**config.mk**
```make
export PLATFORM = sky130hd
export DESIGN_NAME = rx_dma_arbiter
export DESIGN_NICKNAME = d
export VERILOG_FILES = /design/src/rtl/rx_dma_arb_pkg.sv /design/src/rtl/rx_dma_stall_timer.sv /design/src/rtl/rx_dma_arbiter.sv
export SDC_FILE = /design/constraint.sdc
export NUM_CORES = 1
export LEC_CHECK = 0
export CAP_MARGIN = 5
export CORE_MARGIN = 1
export CORE_UTILIZATION = 25
export DETAILED_ROUTE_END_ITERATION = 7
export GPL_TIMING_DRIVEN = 1
export SYNTH_ARGS = -nofsm -noshare
export SYNTH_HDL_FRONTEND = slang
export SYNTH_SLANG_ARGS = --single-unit
```
**constraint.sdc**
```tcl
create_clock -name clk -period 4.6 [get_ports clk]
set_input_delay 0.69 -clock clk [delete_from_list [all_inputs] [get_ports clk]]
set_output_delay 0.69 -clock clk [all_outputs]
set_load 0.01 [all_outputs]
```
**src/rtl/rx_dma_arb_pkg.sv**
```systemverilog
// Shared types and constants for the S2MM stream arbiter between the
// packet path and the IQ capture path.
package rx_dma_arb_pkg;

    typedef enum logic [1:0] {
        ST_IDLE   = 2'd0,
        ST_STREAM = 2'd1,
        ST_FLUSH  = 2'd2
    } arb_state_t;

    localparam int GRANT_PKT       = 0;
    localparam int GRANT_IQ        = 1;
    localparam int ABORT_CNT_WIDTH = 16;

    function automatic logic [1:0] grant_onehot(input logic idx);
        logic [1:0] g;
        g = '0;
        if (idx) g[GRANT_IQ] = 1'b1;
        else     g[GRANT_PKT] = 1'b1;
        return g;
    endfunction

endpackage

```
**src/rtl/rx_dma_stall_timer.sv**
```systemverilog
// Saturating 1 us stall counter; expires once the count exceeds a nonzero
// limit. A zero limit disables expiry.
module rx_dma_stall_timer #(
    parameter int TIMEOUT_WIDTH = 13
) (
    input  logic                     clk,
    input  logic                     rstn,
    input  logic                     clear,
    input  logic                     tick,
    input  logic                     enable,
    input  logic [TIMEOUT_WIDTH-1:0] top,
    output logic                     expired
);

    logic [TIMEOUT_WIDTH-1:0] count;

    always_ff @(posedge clk) begin
        if (!rstn) begin
            count <= '0;
        end else if (clear) begin
            count <= '0;
        end else if (enable && tick && (count != '1)) begin
            count <= count + 1'b1;
        end
    end

    assign expired = enable && (top != '0) && (count > top);

endmodule

```
**src/rtl/rx_dma_arbiter.sv**
```systemverilog
// Whole-frame arbiter sharing one S2MM stream between the packet path (0)
// and the IQ capture path (1), with tlast generation and stall recovery.
//
//   state     | meaning
//   ----------+------------------------------------------------------------
//   ST_IDLE   | no frame owned; pick a winner among eligible requests
//   ST_STREAM | forwarding beats of the granted source, counting down length
//   ST_FLUSH  | source stalled too long; emit one zero beat with tlast
module rx_dma_arbiter
    import rx_dma_arb_pkg::*;
#(
    parameter int DATA_WIDTH    = 64,
    parameter int LEN_WIDTH     = 14,
    parameter int TIMEOUT_WIDTH = 13
) (
    input  logic                       clk,
    input  logic                       rstn,
    input  logic                       tsf_pulse_1M,
    input  logic [TIMEOUT_WIDTH-1:0]   timeout_top,
    input  logic                       rr_mode,
    input  logic [1:0]                 req,
    input  logic [LEN_WIDTH-1:0]       req_len0,
    input  logic [LEN_WIDTH-1:0]       req_len1,
    output logic [1:0]                 grant,
    input  logic [DATA_WIDTH-1:0]      s_data0,
    input  logic [DATA_WIDTH-1:0]      s_data1,
    input  logic                       s_valid0,
    input  logic                       s_valid1,
    output logic                       s_ready0,
    output logic                       s_ready1,
    output logic [DATA_WIDTH-1:0]      m_axis_tdata,
    output logic                       m_axis_tvalid,
    output logic                       m_axis_tlast,
    input  logic                       m_axis_tready,
    output logic                       frame_done,
    output logic                       frame_abort,
    output logic [ABORT_CNT_WIDTH-1:0] abort_cnt
);

    arb_state_t           state;
    logic [LEN_WIDTH-1:0] remaining;
    logic                 rr_ptr;
    logic                 gidx;
    logic                 elig0;
    logic                 elig1;
    logic                 winner;
    logic                 hs;
    logic                 expired;

    assign gidx  = grant[GRANT_IQ];
    assign elig0 = req[0] && (req_len0 != '0);
    assign elig1 = req[1] && (req_len1 != '0);
    // Under round-robin the pointer holds the last served index, so the other one wins.
    assign winner = (elig0 && elig1) ? (rr_mode ? ~rr_ptr : 1'b0) : elig1;
    assign hs     = m_axis_tvalid && m_axis_tready;

    always_comb begin
        m_axis_tdata  = '0;
        m_axis_tvalid = 1'b0;
        m_axis_tlast  = 1'b0;
        s_ready0      = 1'b0;
        s_ready1      = 1'b0;
        case (state)
            ST_STREAM: begin
                m_axis_tdata  = gidx ? s_data1 : s_data0;
                m_axis_tvalid = gidx ? s_valid1 : s_valid0;
                m_axis_tlast  = m_axis_tvalid && (remaining == LEN_WIDTH'(1));
                s_ready0      = !gidx && m_axis_tready;
                s_ready1      = gidx && m_axis_tready;
            end
            ST_FLUSH: begin
                m_axis_tvalid = 1'b1;
                m_axis_tlast  = 1'b1;
            end
            default: ;
        endcase
    end

    rx_dma_stall_timer #(
        .TIMEOUT_WIDTH(TIMEOUT_WIDTH)
    ) u_stall_timer (
        .clk    (clk),
        .rstn   (rstn),
        .clear  ((state != ST_STREAM) || hs),
        .tick   (tsf_pulse_1M),
        .enable (state == ST_STREAM),
        .top    (timeout_top),
        .expired(expired)
    );

    always_ff @(posedge clk) begin
        if (!rstn) begin
            state       <= ST_IDLE;
            grant       <= '0;
            frame_done  <= 1'b0;
            frame_abort <= 1'b0;
            abort_cnt   <= '0;
            rr_ptr      <= 1'b0;
            remaining   <= '0;
        end else begin
            frame_done  <= 1'b0;
            frame_abort <= 1'b0;
            case (state)
                ST_IDLE: begin
                    if (elig0 || elig1) begin
                        grant     <= grant_onehot(winner);
                        remaining <= winner ? req_len1 : req_len0;
                        state     <= ST_STREAM;
                    end
                end
                ST_STREAM: begin
                    // A beat landing in the expiry cycle keeps the frame alive.
                    if (hs) begin
                        if (remaining != '0) remaining <= remaining - 1'b1;
                        if (remaining == LEN_WIDTH'(1)) begin
                            grant      <= '0;
                            frame_done <= 1'b1;
                            rr_ptr     <= gidx;
                            state      <= ST_IDLE;
                        end
                    end else if (expired) begin
                        state <= ST_FLUSH;
                    end
                end
                ST_FLUSH: begin
                    if (m_axis_tready) begin
                        grant       <= '0;
                        frame_abort <= 1'b1;
                        if (abort_cnt != '1) abort_cnt <= abort_cnt + 1'b1;
                        rr_ptr      <= gidx;
                        state       <= ST_IDLE;
                    end
                end
                default: state <= ST_IDLE;
            endcase
        end
    end

endmodule

```
==> results.cfg, run 1 <==
[yosys]
syn_area_per_cell_um2 = 7.55
ys_top_cells_by_area = dfxtp_1 (24%), mux2i_1 (17%), nor2_1 (11%)
netlist_area_um2 = 4180
syn_inst = 553
synth_commonest_cells = nor2_1 (117), mux2i_1 (69), dfxtp_1 (50)
yosysTopAreaCell = dfxtp_1
yosys_warnings = 0
async_flop_share_pct = 0
yosysUniqueCellTypes = 55
ys_ff_latch = 50
synth_top_area_share_pct = 24.0
ys.flop_type = dfxtp_1
yosysMostFrequentCell = nor2_1
ys_seq_area_share_pct = 24.0
synth_edf_count = 0
syn_nets = 752

[clock_tree]
insertion_delay_ns = 0.29
holdBufCountCts = 0
post_cts_resized = 0
cts_made_buffers = 5
clk_path_buf_depth = 2
h-tree-depth = 2
cts_root_buffer = clkbuf_16
tritoncts = built
path_clk_slew_ns = 0.06
clock-sinks = 50
post_cts_buffers = 0

[global_route]
grt_remaining_overflow = 0
grt_pass1_vias = 4330
grt_pass1_wl_um = 24400
grt_max_degree = 47
grt.total_usage_pct = 17.7
antenna_found_initial = 2

[placed_design]
port_buffers = 265
placedCellCount = 1005
place.gp.congestion = 0.785
dp_hpwl_um = 12500

[worst_setup_path]
critPathBufInv = 2
arrival_ns = 2.74
path_class = reg2out
endpoint_kind = primary output
r2r_slack_ns = 1.70
critPathTopFamily = simple AND/OR/NAND/NOR gates
worstRegToRegCells = 8
crit_slowest_cell = clkdlybuf4s50_1
required_ns = 3.91
start_kind = flip-flop
slowest_delay_ns = 0.62
reg2reg_to = remaining[13]
path_max_fanout = 4
path_cells = inv_1, ha_1, or4b_2, or4_4, a21boi_0, clkdlybuf4s50_1
r2r_start = state[1]

[floorplanning]
die_x_um = 131
num_rows = 46
die_area_um2 = 17200
chipHeight_um = 131
pin_count = 266
initial_core_util_pct = 25.9
core_area_um2 = 16100

[route]
wl_um = 15700
highest_layer = met5
ant_nets = 0
drc = 0
wl_met3_um = 941
firstDrtPassIters = 5
avgViaCountPerCell = 4.59
wl_met2_um = 6980
wl_met1_um = 7480
vias = 4653
wire_per_inst_um = 15.5
drt_iter0_drc = 254

[timing]
setup_viol = 0
clock.fmax_mhz = 291
slew_headroom_pct = 41.7
tns_ns = 0
post-route-min-period_ns = 3.43
rsz0062_at_grt = false
drv_slew = 0
finalHoldViolations = 0
tightestPinTransition_ns = 0.873
final.setup_skew_ns = 0.00892
period_share_pct = 74.7

[power_and_ir_drop]
peakVddDrop_mv = 0.230
p_per_area_nw_per_um2 = 375
p_int_uw = 1540
pwr-share-comb_pct = 62.5
pwr-share-clk_pct = 14.1
p_switching_uw = 1150
switching_share_pct = 42.7
p_leak_uw = 0.00256
p_total_uw = 2690
p_seq_share_pct = 23.5

[layout]
stdcell_count = 1013
final_nets = 995
area_growth_pct = 71.7
drive_above_1_share_pct = 5.02
diodes = 0

[job]
cap_violations = 0

[outcome]
status = completed

[worst_hold_path]
min_to = grant[0]
hold_path.startpoint = grant[0]
hold_depth = 2
hold_class = reg2reg
-- how the worst max path moves through the flow --
stage	start	to	slack, ns	depth (start not counted)
6_report	remaining[1]	m_axis_tlast	1.17	6
4_1_cts	remaining[1]	m_axis_tlast	1.17	6
5_1_grt	remaining[1]	m_axis_tlast	1.02	6
3_5_place_dp	req_len0[9]	remaining[1]	1.41	7
3_3_place_gp	req_len0[1]	remaining[1]	1.46	7
2_1_floorplan	req_len0[1]	remaining[1]	1.97	8
-- placed cells by master (no fill, tap or decap), types with 11 or more instances in the layout --
master	Yosys	routed
nand2_1	27	27
nor2_1	117	117
mux2i_1	69	69
inv_1	29	28
xor2_1	11	11
o21ai_0	26	26
dfxtp_1	50	49
ha_1	21	21
nand3_1	16	16
a21oi_1	25	25
mux2_2	13	13
clkdlybuf4s50_1	0	265
-- stage by stage --
step / area (um2) / hold WS (ns) / setup WS, ns / util [%]
2_1_floorplan: 4180 / 0.450 / 1.97 / -
5_1_grt: 7170 / 0.495 / 1.02 / 44.5
3_5_place_dp: 7020 / 0.461 / 1.41 / 43.5
4_1_cts: 7170 / 0.471 / 1.17 / 44.5
6_report: 7170 / 0.464 / 1.17 / 44.5
3_3_place_gp: 7020 / 0.449 / 1.46 / 43.5
-- cells by family (layout without fill, tap and decap cells) --
group | after synthesis | count (layout) | synth area share (%)
buffers and inverters | 64 | 308 | 5.99
XOR/XNOR | 21 | 21 | 4.41
multiplexers | 82 | 82 | 20.0
AND/OR/NAND/NOR | 223 | 223 | 24.9
AO/OA/AOI/OAI | 92 | 92 | 14.4
flip-flops | 50 | 50 | 24.0
adder cells (fa/ha/maj) | 21 | 21 | 6.29
-- routing by layer --
metal | vias up | track usage (%)
li1 | 2441 | -
met1 | 2024 | 24.4
met2 | 161 | 27.6
met3 | 23 | 4.13
met4 | 4 | 4.58
met5 | - | 0
-- power by group through the flow --
stage	registers, uW	clock network [uW]	logic [uW]
6_report	631	378	1680
5_1_grt	648	405	1830
4_1_cts	630	393	1680
3_5_place_dp	640	0	1670
3_3_place_gp	637	0	1680
2_1_floorplan	586	0	1030
-- worst register-to-register path, delay by kind of cell (launching register included) --
family | cells | cell delay [ns]
AOI/OAI and AO/OA | 3 | 0.64
buffers and inverters | 2 | 0.71
and+or+nand+nor | 2 | 0.84
adders and majority gates | 1 | 0.20
DFF | 1 | 0.39
-- sequential cells by signal, indices dropped and copies added, names as in the netlist --
signal,count
frame_abort,1
abort_cnt,16
frame_done,1
state,2
grant,2
rr_ptr,1
u_stall_timer.count,13
remaining,14
-- final cells by class --
| type | instances | area, um2 |
|---|---|---|
| multi-input combinational | 439 | 2920 |
| inverter | 29 | 109 |
| clock inverter | 3 | 23.8 |
| fill | 1597 | 8950 |
| clock buffer | 5 | 125 |
| timing repair buffer | 271 | 2710 |
| tap | 216 | 270 |
| sequential | 50 | 1000 |
(Power assumes the default switching activity.)
==> run 2, diff against run 1 <==
==> constraint.sdc (replaced) <==
create_clock -name clk -period 3.2 [get_ports clk]
set_input_delay 0.48 -clock clk [delete_from_list [all_inputs] [get_ports clk]]
set_output_delay 0.48 -clock clk [all_outputs]
set_load 0.01 [all_outputs]
==> run 2 against run 1 <==
Worst setup slack worse by 0.89 ns. Critical path depth unchanged. Routed wire length up 0.48%. Highest routed layer unchanged. Largest power group unchanged. Clock power up 68%. Final area up 0.86%. Sequential power up 42%. Register-to-register slack worse by 1.2 ns. Die area unchanged. Clock skew up 0.0024 ns.
==> results.cfg, run 2 (same netlist as run 1, synthesis figures left out) <==
[route]
drc = 0
wl_um = 15800
drt_iter0_drc = 235
wire_per_inst_um = 15.5
firstDrtPassIters = 5
avgViaCountPerCell = 4.68
ant_nets = 0
vias = 4760

[global_route]
grt_max_degree = 39
antenna_found_initial = 2
grt_pass1_vias = 4387
grt_remaining_overflow = 0
grt_pass1_wl_um = 24400
grt.total_usage_pct = 17.7

[layout]
diodes = 0
stdcell_count = 1018
area_growth_pct = 73.1
drive_above_1_share_pct = 5.61
largest_register_ffs = 16
top_regs = abort_cnt: 16 flops, remaining: 14 flops, u_stall_timer.count: 13 flops
layout_common_cells = clkdlybuf4s50_1 (264), nor2_1 (117), mux2i_1 (69), dfxtp_1 (49), inv_1 (28)
final_common_cell = clkdlybuf4s50_1
final_nets = 1000
regMostFlops = abort_cnt

[floorplanning]
pin_count = 266
die_area_um2 = 17200
num_rows = 46
initial_core_util_pct = 25.9
chipHeight_um = 131
die_x_um = 131
core_area_um2 = 16100

[timing]
tns_ns = 0
tightestPinTransition_ns = 0.782
post-route-min-period_ns = 2.93
final.setup_skew_ns = 0.0113
period_share_pct = 91.5
clock.fmax_mhz = 341
rsz0062_at_grt = false
finalHoldViolations = 0
whs_ns = 0.464
drv_slew = 0
slew_headroom_pct = 47.2
setup_viol = 0

[power_and_ir_drop]
p_leak_uw = 0.00260
p_total_uw = 3970
peakVddDrop_mv = 0.272
p_per_area_nw_per_um2 = 550

[outcome]
status = completed

[worst_setup_path]
arrival_ns = 2.45
path_class = reg2out
path_cells = inv_1, ha_1, or4b_2, or4_4, a21boi_0, dlygate4sd2_1
critPathBufInv = 2
crit_slowest_cell = or4b_2
endpoint_kind = primary output
path_max_fanout = 4
required_ns = 2.72
critPathTopFamily = simple AND/OR/NAND/NOR gates
slowest_delay_ns = 0.60
start_kind = flip-flop

[worst_hold_path]
hold_class = reg2reg

[clock_tree]
tritoncts = built
clk_path_buf_depth = 2
cts_made_buffers = 5
path_clk_slew_ns = 0.07
cts_root_buffer = clkbuf_16
insertion_delay_ns = 0.30
h-tree-depth = 2
clock-sinks = 50

[placed_design]
dp_hpwl_um = 12700
place.gp.congestion = 0.797
port_buffers = 265
placedCellCount = 1010

[job]
cap_violations = 0
## run 2: cell types whose count changed in the layout (fill, tap and decap cells not counted)
| cell | previous run | this run |
|---|---|---|
| buf_4 | 5 | 10 |
| bufinv_16 | 0 | 1 |
| clkdlybuf4s50_1 | 265 | 264 |
| clkinvlp_4 | 2 | 1 |
| dlygate4sd2_1 | 0 | 1 |
| inv_6 | 1 | 0 |
| inv_8 | 0 | 1 |
## run 2: metal layers
| metal | routed length, um | share of wire, % | vias up | track usage [%] |
|---|---|---|---|---|
| met4 | 248 | 1.6 | 4 | 4.38 |
| met2 | 7110 | 45 | 170 | 28.2 |
| met3 | 862 | 5.5 | 21 | 3.59 |
| li1 | - | - | 2458 | - |
| met1 | 7530 | 48 | 2107 | 24.2 |
| met5 | 25 | 0.16 | - | 0 |
## run 2: stage by stage
step                      worst slack [ns]  cell area, um2  utilization (%)
after floorplan                      0.783            4180                -
final                                0.271            7230             44.9
after CTS                            0.221            7230             44.9
after global routing                 0.105            7230             44.9
after global placement               0.351            7060             43.8
after detailed placement             0.255            7060             43.8
## run 2: area by class of cell
class                   count  area [um2]
fillers                  1602        8890
repair buffers            276        2750
multi-input cells         439        2920
clock buffers               5         125
well taps                 216         270
inverters                  29         109
clock inverters             3        48.8
flip-flops and latches     50        1000
## run 2: what timing repair did
action,CTS,global route
hold buffers,0,0
setup endpoints to repair,1,0
buffers inserted,0,0
gates resized for setup,1,0
## run 2: path summary, 6_finish.rpt
kind | start | endpoint | slack [ns] | cells after the start
worst max-delay path | remaining[1] | m_axis_tlast | 0.27 | 6
worst min-delay path | grant[0] | grant[0] | 0.46 | 2
worst max register to register | remaining[1] | remaining[0] | 0.46 | 9
worst min register to register | grant[0] | grant[0] | 0.46 | 2
## run 2: tightest hold or removal path, delay by kind of cell, from the launching register on
family,cells,cell delay [ns]
DFF,1,0.31
and+or+nand+nor,1,0.07
AOI/OAI and AO/OA,1,0.04
## run 2: where the power goes
part / internal, uW / switching, uW
sequential: 740 / 156
clock: 375 / 259
combinational: 1200 / 1240
